### src/rtl/button_mem_writer.sv
// button_mem_writer: synchronises and debounces left/right/start, then posts a status
// word and an event word to two fixed data-memory addresses through an arbitrated port.
module button_mem_writer #(
    parameter int WIDTH           = 16,
    parameter int DEBOUNCE_CYCLES = 50000,
    parameter int CNT_BITS        = 16,
    parameter int BTN_ADDR        = 6024,
    parameter int EVT_ADDR        = 6028
) (
    input  logic             clk_i,
    input  logic             reset_i,
    input  logic             left_i,
    input  logic             right_i,
    input  logic             start_i,
    input  logic             mem_grant_i,
    output logic             mem_req_o,
    output logic             mem_we_o,
    output logic [WIDTH-1:0] mem_addr_o,
    output logic [WIDTH-1:0] mem_data_o,
    output logic             busy_o
);

    localparam logic [CNT_BITS-1:0] CNT_MAX       = CNT_BITS'(DEBOUNCE_CYCLES - 1);
    localparam logic [WIDTH-1:0]    BTN_WORD_ADDR = WIDTH'(BTN_ADDR);
    localparam logic [WIDTH-1:0]    EVT_WORD_ADDR = WIDTH'(EVT_ADDR);

    typedef enum logic [1:0] {IDLE, REQ, WR_S, WR_E} state_t;

    logic [2:0]          raw;
    logic [2:0]          sync1_q, sync2_q;
    logic [2:0]          stable_q, stable_d;
    logic [CNT_BITS-1:0] cnt_q [3];
    logic [CNT_BITS-1:0] cnt_d [3];
    logic [2:0]          rise, change;
    logic [2:0]          evt_q, evt_d;
    logic [2:0]          evt_snap_q, evt_snap_d;
    logic                pending_q, pending_d;
    logic [7:0]          seq_q, seq_d;
    state_t              state_q, state_d;
    logic                req_q, req_d;
    logic                we_q, we_d;
    logic                busy_q, busy_d;
    logic [WIDTH-1:0]    addr_q, addr_d;
    logic [WIDTH-1:0]    data_q, data_d;
    logic [WIDTH-1:0]    status_word, event_word;

    assign raw = {start_i, right_i, left_i};

    // A button's stable value only follows the synced value after CNT_MAX+1 unbroken disagreeing cycles.
    always_comb begin
        stable_d = stable_q;
        for (int i = 0; i < 3; i++) begin
            cnt_d[i] = '0;
            if (sync2_q[i] != stable_q[i]) begin
                if (cnt_q[i] == CNT_MAX) begin
                    stable_d[i] = sync2_q[i];
                end else begin
                    cnt_d[i] = cnt_q[i] + CNT_BITS'(1);
                end
            end
        end
    end

    assign rise   = stable_d & ~stable_q;
    assign change = stable_d ^ stable_q;

    always_comb begin
        status_word        = '0;
        status_word[2:0]   = stable_q;
        event_word         = '0;
        event_word[15:8]   = seq_q;
        event_word[2:0]    = evt_q;
    end

    always_comb begin
        state_d    = state_q;
        req_d      = req_q;
        we_d       = we_q;
        addr_d     = addr_q;
        data_d     = data_q;
        evt_snap_d = evt_snap_q;
        seq_d      = seq_q;
        pending_d  = pending_q;
        evt_d      = evt_q;

        unique case (state_q)
            IDLE: begin
                if (pending_q) begin
                    state_d = REQ;
                    req_d   = 1'b1;
                end
            end
            REQ: begin
                if (mem_grant_i) begin
                    state_d   = WR_S;
                    we_d      = 1'b1;
                    addr_d    = BTN_WORD_ADDR;
                    data_d    = status_word;
                    pending_d = 1'b0;
                end
            end
            WR_S: begin
                state_d    = WR_E;
                we_d       = 1'b1;
                addr_d     = EVT_WORD_ADDR;
                data_d     = event_word;
                evt_snap_d = evt_q;
            end
            WR_E: begin
                state_d = IDLE;
                we_d    = 1'b0;
                req_d   = 1'b0;
                evt_d   = evt_q & ~evt_snap_q;
                seq_d   = seq_q + 8'd1;
            end
            default: state_d = IDLE;
        endcase

        // New button activity overrides the clears above so nothing is lost.
        if (|change) begin
            pending_d = 1'b1;
        end
        evt_d  = evt_d | rise;
        busy_d = (state_d != IDLE);
    end

    always_ff @(posedge clk_i or posedge reset_i) begin
        if (reset_i) begin
            sync1_q    <= '0;
            sync2_q    <= '0;
            stable_q   <= '0;
            for (int i = 0; i < 3; i++) begin
                cnt_q[i] <= '0;
            end
            evt_q      <= '0;
            evt_snap_q <= '0;
            pending_q  <= 1'b0;
            seq_q      <= '0;
            state_q    <= IDLE;
            req_q      <= 1'b0;
            we_q       <= 1'b0;
            busy_q     <= 1'b0;
            addr_q     <= '0;
            data_q     <= '0;
        end else begin
            sync1_q    <= raw;
            sync2_q    <= sync1_q;
            stable_q   <= stable_d;
            for (int i = 0; i < 3; i++) begin
                cnt_q[i] <= cnt_d[i];
            end
            evt_q      <= evt_d;
            evt_snap_q <= evt_snap_d;
            pending_q  <= pending_d;
            seq_q      <= seq_d;
            state_q    <= state_d;
            req_q      <= req_d;
            we_q       <= we_d;
            busy_q     <= busy_d;
            addr_q     <= addr_d;
            data_q     <= data_d;
        end
    end

    assign mem_req_o  = req_q;
    assign mem_we_o   = we_q;
    assign mem_addr_o = addr_q;
    assign mem_data_o = data_q;
    assign busy_o     = busy_q;

endmodule

### config.mk
export PLATFORM = sky130hd
export DESIGN_NAME = button_mem_writer
export DESIGN_NICKNAME = d
export VERILOG_FILES = /design/src/rtl/button_mem_writer.sv
export SDC_FILE = /design/constraint.sdc
export NUM_CORES = 1
export LEC_CHECK = 0
export CAP_MARGIN = 25
export CORE_ASPECT_RATIO = 0.8
export CORE_MARGIN = 4
export CORE_UTILIZATION = 60
export CTS_CLUSTER_SIZE = 20
export DETAILED_ROUTE_END_ITERATION = 6
export PLACE_DENSITY = 0.92
export SETUP_SLACK_MARGIN = 0.4
export SLEW_MARGIN = 0
export SYNTH_ARGS = -nofsm -noshare
export SYNTH_HDL_FRONTEND = slang
export SYNTH_SLANG_ARGS = --single-unit
### constraint.sdc
create_clock -name clk_i -period 6.35 [get_ports clk_i]
set_input_delay 1.905 -clock clk_i [delete_from_list [all_inputs] [get_ports clk_i]]
set_output_delay 1.905 -clock clk_i [all_outputs]
set_load 0.03 [all_outputs]
==> impl_metrics.tcl, run 1 <==
set metrics [dict create \
    min_period_ps 3490 \
    met2_usage_pct 34.1 \
    worstHoldPathType "reg -> reg" \
    synth_compound_area_share_pct 2.95 \
    fill_cells 455 \
    crit_chain "clkdlybuf4s50_1" \
    irDropWorstVdd_mv 0.301 \
    cts-root-buf "clkbuf_8" \
    crit_slowest_cell "clkdlybuf4s50_1" \
    ys_ff_latch 90 \
    grt_pass1_wl_um 13600 \
    setup_violations 0 \
    cp-start-kind "register" \
    final_cells 520 \
    core_mm2 0.00657 \
    end_kind "primary output" \
    cts_resized 0 \
    synth_edf_count 0 \
    use_met1_pct 26.9 \
    critical_path.max_fanout 7 \
    synth_top_family_by_area "simple AND/OR/NAND/NOR gates" \
    critical_path_class "reg -> out" \
    critPathMaxStageDelay_ps 750 \
    slew_headroom_pct 42.8 \
    ant_nets 0 \
    rows 26 \
    synth_area_mm2 0.00416 \
    htree_levels 3 \
    synthSimpleGateAreaFrac_pct 21.5 \
    yosysUniqueCellTypes 34 \
    met3_usage_pct 5.79 \
    yosysWarningCount 0 \
    max_clock_freq_mhz 286 \
    drv_slew 0 \
    synthAdderAreaFrac_pct 2.11 \
    syn_inst 407 \
    grt.overflow.total 0 \
    wl_um 7980 \
    ys.flop_type "dfrtp_1" \
    die_w_um 101 \
    worst_pin_slew_ps 855 \
    crit_family "buffers and inverters" \
    place.port_buffers 26 \
    power.total_uw 1400 \
    drive_above_1_share_pct 5.96 \
    fin_area_mm2 0.00459 \
    area_growth_pct 10.5 \
    drtIter0Drc 166 \
    status "complete, no violations" \
    clock-sinks 90 \
    grt_pass1_vias 2898 \
    synth_xor_area_share_pct 11.0 \
    dpl-instance-area_mm2 0.00442 \
    vias 2945 \
    hold_ws_ps 354 \
    drc 0 \
    layout.nets 444 \
    ctsHoldBuffers 0 \
    cp.arrival_ps 1590 \
    rsz0062_at_grt "no" \
    die-area_mm2 0.00833 \
    fin_crit_sh_pct 55.0 \
    grt_usage_pct 21.1 \
    cts.clk_slew.worst_paths_ps 90 \
    drt_pre_antenna_iters 6 \
    routabilityCongestion 0.854 \
    antenna_cells 0 \
    ff_latch_area_mm2 0.00225 \
    post-dp-hpwl_um 5290 \
    place_inst 504 \
    multi_input_area_mm2 0.00171 \
    yosysSeqAreaShare_pct 54.2 \
    cts_buffer_depth 2 \
    viasPerCell 5.66 \
    grt_busiest_layer "met2" \
    critPathRequiredTime_ps 4450 \
    start_util_pct 63.3 \
    cts_buffers 9 \
    maxCapViolations 0 \
    crit_buf_inv 1 \
    cts_setup_buffers 0 \
    die_y_um 82.5 \
    finalClockSkew_ps 9.49 \
    hold_violations 0 \
    layout_common_cells "dfrtp_1 (90), nor2_1 (77), xnor2_1 (40)" \
    fin_tns_setup_ps 0 \
    p_leak_uw 0.00199 \
    powerDensity_mw_per_mm2 305 \
    routedWlPerCell_um 15.3 \
    async_flop_share_pct 100 \
    grt_max_degree 57 \
    antenna_found_initial 0 \
    cts_tree "yes" \
    synthMuxAreaShare_pct 2.35 \
    ioPinCount 41 \
    layout_commonest_cell "dfrtp_1" \
    clock_latency_ps 360 \
    avgSynthCellArea_um2 10.2 \
]
-- metal layers --
layer	vias to the layer above	routed length (um)
li1	1386	-
met1	1474	3550
met3	19	344
met5	-	0
met4	0	189
met2	66	3890
-- Yosys cell counts (all sizes together), types with 2 or more instances --
library cell / instances / share of area (%)
dfrtp: 90 / 54
nor2: 77 / 7.0
xnor2: 40 / 8.4
nand2: 31 / 2.8
buf: 23 / 4.1
nand3: 20 / 2.5
nor3: 17 / 2.0
inv: 15 / 1.4
nor4: 15 / 2.3
nand4: 12 / 1.8
xor2: 12 / 2.5
ha: 7 / 2.1
mux2: 6 / 1.6
a21oi: 5 / 0.60
clkbuf: 5 / 0.45
o21ai: 5 / 0.60
and3: 4 / 0.60
nor4bb: 4 / 0.96
a21o: 3 / 0.54
mux2i: 3 / 0.72
nor4b: 3 / 0.78
or3: 2 / 0.30
-- metrics by stage --
stage	setup slack (ps)	util [%]
final	2860	69.9
after global routing	2790	69.9
after CTS	2840	69.9
after detailed placement	2860	67.3
after global placement	2910	66.9
after floorplan	2110	-
-- cells by family after synthesis --
| family | Yosys count |
|---|---|
| buffers and inverters | 43 |
| other | 1 |
| muxes | 9 |
| xor gates and xnor gates | 52 |
| DFF | 90 |
| AOI/OAI and AO/OA | 17 |
| and+or+nand+nor | 188 |
| adders and majority gates | 7 |
-- sequential cells by signal, indices dropped and copies added (netlist names) --
| name | cells |
|---|---|
| busy_o | 1 |
| cnt_q | 48 |
| evt_q | 3 |
| evt_snap_q | 3 |
| mem_addr_o | 2 |
| mem_data_o | 11 |
| mem_req_o | 1 |
| mem_we_o | 1 |
| pending_q | 1 |
| seq_q | 8 |
| stable_q | 3 |
| state_q | 2 |
| sync1_q | 3 |
| sync2_q | 3 |
-- worst register-to-register path, cell delays in order, from the launching register on --
cell and delay, ps:
dfrtp_1 440, nor4b_2 290, nand3b_1 170, nor4_1 360, mux2_2 400, ha_1 290
nand4_1 80
-- area by class of cell --
type | count | area share (%)
clock inverter | 4 | 0.599
timing repair buffer | 28 | 6.43
inverter | 15 | 1.25
multi-input combinational | 287 | 37.2
clock buffer | 12 | 3.16
sequential | 90 | 49.0
tap | 84 | 2.29
-- path summary, 6_finish.rpt --
kind / from / slack (ps) / to / cells past startpoint
setup reg to reg: cnt_q[12] / 4220 / pending_q / 6
min in group asynchronous: reset_i / 1770 / cnt_q[15] / 2
hold reg to reg: sync1_q[0] / 350 / sync2_q[0] / 0
hold / removal: sync1_q[0] / 350 / sync2_q[0] / 0
setup / recovery: mem_addr_o[10] / 2860 / mem_addr_o[8] / 1
max in group asynchronous: reset_i / 3680 / state_q[0] / 4
-- power by group --
group / switching, uW / internal (uW) / total, uW
combinational: 210 / 130 / 340
sequential: 76.5 / 638 / 714
clock: 195 / 152 / 348
Power figures use the tool's default switching activity.
==> run 2, diff against run 1 <==
Settings changed: CORE_UTILIZATION 60 to 57, PLACE_DENSITY 0.92 to 0.89.
Clock period 6.35 ns to 3.3 ns, I/O delays scaled along.
==> impl_metrics.tcl, run 2 (synthesized netlist as in run 1, its figures left out) <==
set metrics [dict create \
    post-dp-hpwl_um 5130 \
    area_growth_pct 10.2 \
    start_util_pct 59.5 \
    die_y_um 84.4 \
    rsz0062_at_grt "no" \
    largest_register_ffs 48 \
    clock_latency_ps 350 \
    irDropWorstVdd_mv 0.476 \
    wl_um 7460 \
    cts-root-buf "clkbuf_8" \
    setup_violations 0 \
    drt_pre_antenna_iters 5 \
    rows 27 \
    antenna_cells 0 \
    hold_violations 0 \
    core_mm2 0.00699 \
    fill_cells 510 \
    largest-register "cnt_q" \
    critical_path.max_fanout 7 \
    final_cells 522 \
    p_leak_uw 0.00198 \
    maxCapViolations 0 \
    grt_pass1_wl_um 13000 \
    crit_slowest_cell "clkdlybuf4s50_1" \
    layout_common_cells "dfrtp_1 (90), nor2_1 (77), xnor2_1 (40)" \
    min_period_ps 2500 \
    routabilityCongestion 0.820 \
    hold_ws_ps 353 \
    finalClockSkew_ps 5.19 \
    status "complete, no violations" \
    viasPerCell 5.54 \
    grt_max_degree 91 \
    drive_above_1_share_pct 5.98 \
    antenna_found_initial 0 \
    cp_num_cells 1 \
    die_w_um 103 \
    fin_crit_sh_pct 75.7 \
    drc 0 \
    drtIter0Drc 134 \
    critPathRequiredTime_ps 2310 \
    cp-start-kind "register" \
    max_clock_freq_mhz 401 \
    cts_resized 0 \
    cp.arrival_ps 1510 \
    ff_latch_area_mm2 0.00225 \
    fin_tns_setup_ps 0 \
    crit_family "buffers and inverters" \
    cts_tree "yes" \
    clock-sinks 90 \
    cts.clk_slew.worst_paths_ps 80 \
    place_inst 506 \
    holdPathStages 0 \
    powerDensity_mw_per_mm2 583 \
    end_kind "primary output" \
    slew_headroom_pct 40.7 \
    vias 2891 \
    worst_pin_slew_ps 888 \
    layout.nets 443 \
    multi_input_area_mm2 0.00171 \
    place.port_buffers 26 \
    worstHoldPathType "reg -> reg" \
    cts_buffer_depth 2 \
    ctsHoldBuffers 0 \
    ioPinCount 41 \
    die-area_mm2 0.00873 \
    drv_slew 0 \
    grt_pass1_vias 2799 \
    htree_levels 3 \
    routedWlPerCell_um 14.3 \
    layout_commonest_cell "dfrtp_1" \
    grt.overflow.total 0 \
    postLayoutCoreUtil_pct 65.5 \
    ant_nets 0 \
    grt_usage_pct 19.0 \
    crit_chain "clkdlybuf4s50_1" \
    critPathMaxStageDelay_ps 710 \
    r2r_cells 6 \
    cts_setup_buffers 0 \
    crit_buf_inv 1 \
    critical_path_class "reg -> out" \
    cts_buffers 9 \
]
==> run 2: path summary, 6_finish.rpt <==
path	start	to	slack, ps
max reg2reg	cnt_q[12]	pending_q	1170
min	sync1_q[2]	sync2_q[2]	350
min reg2reg	sync1_q[2]	sync2_q[2]	350
max in group asynchronous	reset_i	mem_data_o[15]	1840
max	mem_addr_o[10]	mem_addr_o[12]	800
min in group asynchronous	reset_i	cnt_q[1]	1090
==> run 2: where the power goes <==
part           internal [uW]  switching, uW  leakage (uW)
clock                    275            383     0.0000827
combinational            247            400      0.000700
sequential              1230            138       0.00120
total                   1750            921       0.00198
==> run 2: per-stage QoR <==
step / cell area [um2] / power, uW / worst slack, ps
2_1_floorplan: 4210 / 1800 / 1260
3_3_place_gp: 4410 / 2000 / 888
5_1_grt: 4580 / 2830 / 727
3_5_place_dp: 4410 / 2030 / 870
4_1_cts: 4580 / 2690 / 776
6_report: 4580 / 2670 / 803
==> run 2: cell type report <==
class                   instances  area share, %
clock inverters                 6          0.928
flip-flops and latches         90           49.2
multi-input cells             287           37.3
inverters                      15           1.31
repair buffers                 27           6.12
well taps                      87           2.38
clock buffers                  10           2.79
==> run 2: routing by layer <==
| metal | vias to the layer above | track usage (%) | wire length, um |
|---|---|---|---|
| li1 | 1377 | - | - |
| met1 | 1417 | 25.7 | 3310 |
| met4 | 0 | 4.00 | 85 |
| met5 | - | 0 | 0 |
| met2 | 89 | 29.1 | 3640 |
| met3 | 8 | 7.48 | 427 |
==> run 3, diff against run 2 <==
Clock period 3.3 ns to 2.5 ns, I/O delays scaled along.
==> impl_metrics.tcl, run 3 (synthesized netlist as in run 1, its figures left out) <==
set metrics [dict create \
    r2r_cells 5 \
    layout_common_cells "dfrtp_1 (90), nor2_1 (77), xnor2_1 (40)" \
    grt_pass1_vias 2880 \
    ctsHoldBuffers 0 \
    place.port_buffers 26 \
    die-area_mm2 0.00873 \
    rows 27 \
    route.met3.wl_um 400 \
    powerDensity_mw_per_mm2 776 \
    slew_headroom_pct 46.6 \
    setup_violations 0 \
    drt_pre_antenna_iters 5 \
    cts_buffer_depth 2 \
    critPathRequiredTime_ps 2740 \
    hold_violations 0 \
    clock_latency_ps 360 \
    max_clock_freq_mhz 491 \
    rsz0062_at_grt "yes" \
    drc 0 \
    drtIter0Drc 148 \
    critPathLaunch "cnt_q[10]" \
    met2RoutedLength_um 3990 \
    min_period_ps 2040 \
    viasPerCell 5.58 \
    layout_commonest_cell "dfrtp_1" \
    die_y_um 84.4 \
    largest-register "cnt_q" \
    cts.clk_slew.worst_paths_ps 90 \
    critical_path.max_fanout 4 \
    ff_latch_area_mm2 0.00225 \
    cts-root-buf "clkbuf_8" \
    post-dp-hpwl_um 5290 \
    rr_endpoint "pending_q" \
    irDropWorstVdd_mv 0.592 \
    reg2reg_slack_ps 460 \
    grt.overflow.total 0 \
    fin_crit_sh_pct 81.5 \
    routabilityCongestion 0.907 \
    core_mm2 0.00699 \
    maxCapViolations 0 \
    worst_pin_slew_ps 800 \
    drv_slew 0 \
    largest_register_ffs 48 \
    antenna_cells 0 \
    vias 2930 \
    routed.top_layer "met4" \
    end_kind "register" \
    clock-sinks 90 \
    routedWlPerCell_um 15.0 \
    ant_nets 0 \
    holdPathStages 0 \
    htree_levels 3 \
    dpl-instance-area_mm2 0.00445 \
    wl_um 7880 \
    drive_above_1_share_pct 7.31 \
    grt_usage_pct 19.4 \
    drt-met1-wl_um 3410 \
    die_w_um 103 \
    fill_cells 497 \
    start_util_pct 59.5 \
    cp.arrival_ps 2270 \
    multi_input_area_mm2 0.00173 \
    endpoint "pending_q" \
    area_growth_pct 11.6 \
    worstHoldPathType "reg -> reg" \
    grt_pass1_wl_um 13400 \
    cts_tree "yes" \
    cp-start-kind "register" \
    r2r_start "cnt_q[10]" \
    fin_area_mm2 0.00464 \
    antenna_found_initial 0 \
    ioPinCount 41 \
    layout.nets 446 \
    p_leak_uw 0.00204 \
    cts_buffers 9 \
    fin_tns_setup_ps 0 \
    critical_path_class "reg -> reg" \
    status "complete, no violations" \
    finalClockSkew_ps 12.0 \
    grt_max_degree 44 \
    cts_setup_buffers 0 \
]
-- run 3: changes by cell type in the layout (fill, tap and decap cells not counted), sizes merged --
cell	before	now
dlygate4sd2	0	21
clkdlybuf4s50	26	5
clkbuf	10	9
buf	1	4
bufinv	0	1
inv	15	16
clkinv	3	2
-- run 3: how the worst min path moves through the flow --
stage,from,end
floorplan,sync1_q[0],sync2_q[0]
global placement,sync1_q[0],sync2_q[0]
detailed placement,sync1_q[2],sync2_q[2]
CTS,sync1_q[2],sync2_q[2]
global route,sync1_q[0],sync2_q[0]
finish,sync1_q[2],sync2_q[2]
-- run 3: critical path, cell delays in order (launching register included) --
cell	delay, ps
dfrtp_1	440
or3_4	450
nor4_4	300
mux2_2	380
ha_1	280
nand4_1	80
-- run 3: stage by stage --
| stage | setup WS [ps] | utilization (%) | total power [uW] | hold WS [ps] | cells |
|---|---|---|---|---|---|
| 2_1_floorplan | 554 | - | 2380 | 331 | 420 |
| 3_3_place_gp | 453 | 63.6 | 2650 | 332 | 509 |
| 3_5_place_dp | 350 | 63.6 | 2690 | 341 | 509 |
| 4_1_cts | 412 | 66.2 | 3630 | 375 | 525 |
| 5_1_grt | 330 | 66.4 | 3790 | 382 | 525 |
| 6_report | 463 | 66.4 | 3600 | 376 | 525 |
-- run 3: area by class of cell --
class | count | area share (%)
clock buffer | 9 | 2.67
multi-input combinational | 287 | 37.3
tap | 87 | 2.35
sequential | 90 | 48.5
inverter | 15 | 1.29
timing repair buffer | 30 | 6.23
clock inverter | 7 | 1.64
-- run 3: report_power, final --
part | internal [uW] | leakage (uW) | total (uW) | switching [uW]
registers | 1620 | 0.00120 | 1800 | 182
clock network | 469 | 0.0000962 | 1000 | 532
logic | 273 | 0.000745 | 799 | 527
total | 2360 | 0.00204 | 3600 | 1240
-- run 3: repair_timing --
action                                  in CTS  in global routing
endpoints found under the setup margin      23                  2
gates resized for setup                     22                  2
pin swaps                                    1                  2
-- run 3: per-layer routing --
layer  GRT usage (%)  vias to the layer above
li1                -                     1383
met1            26.7                     1453
met2            29.2                       86
met3            6.06                        8
met4            6.47                        0
met5               0                        -
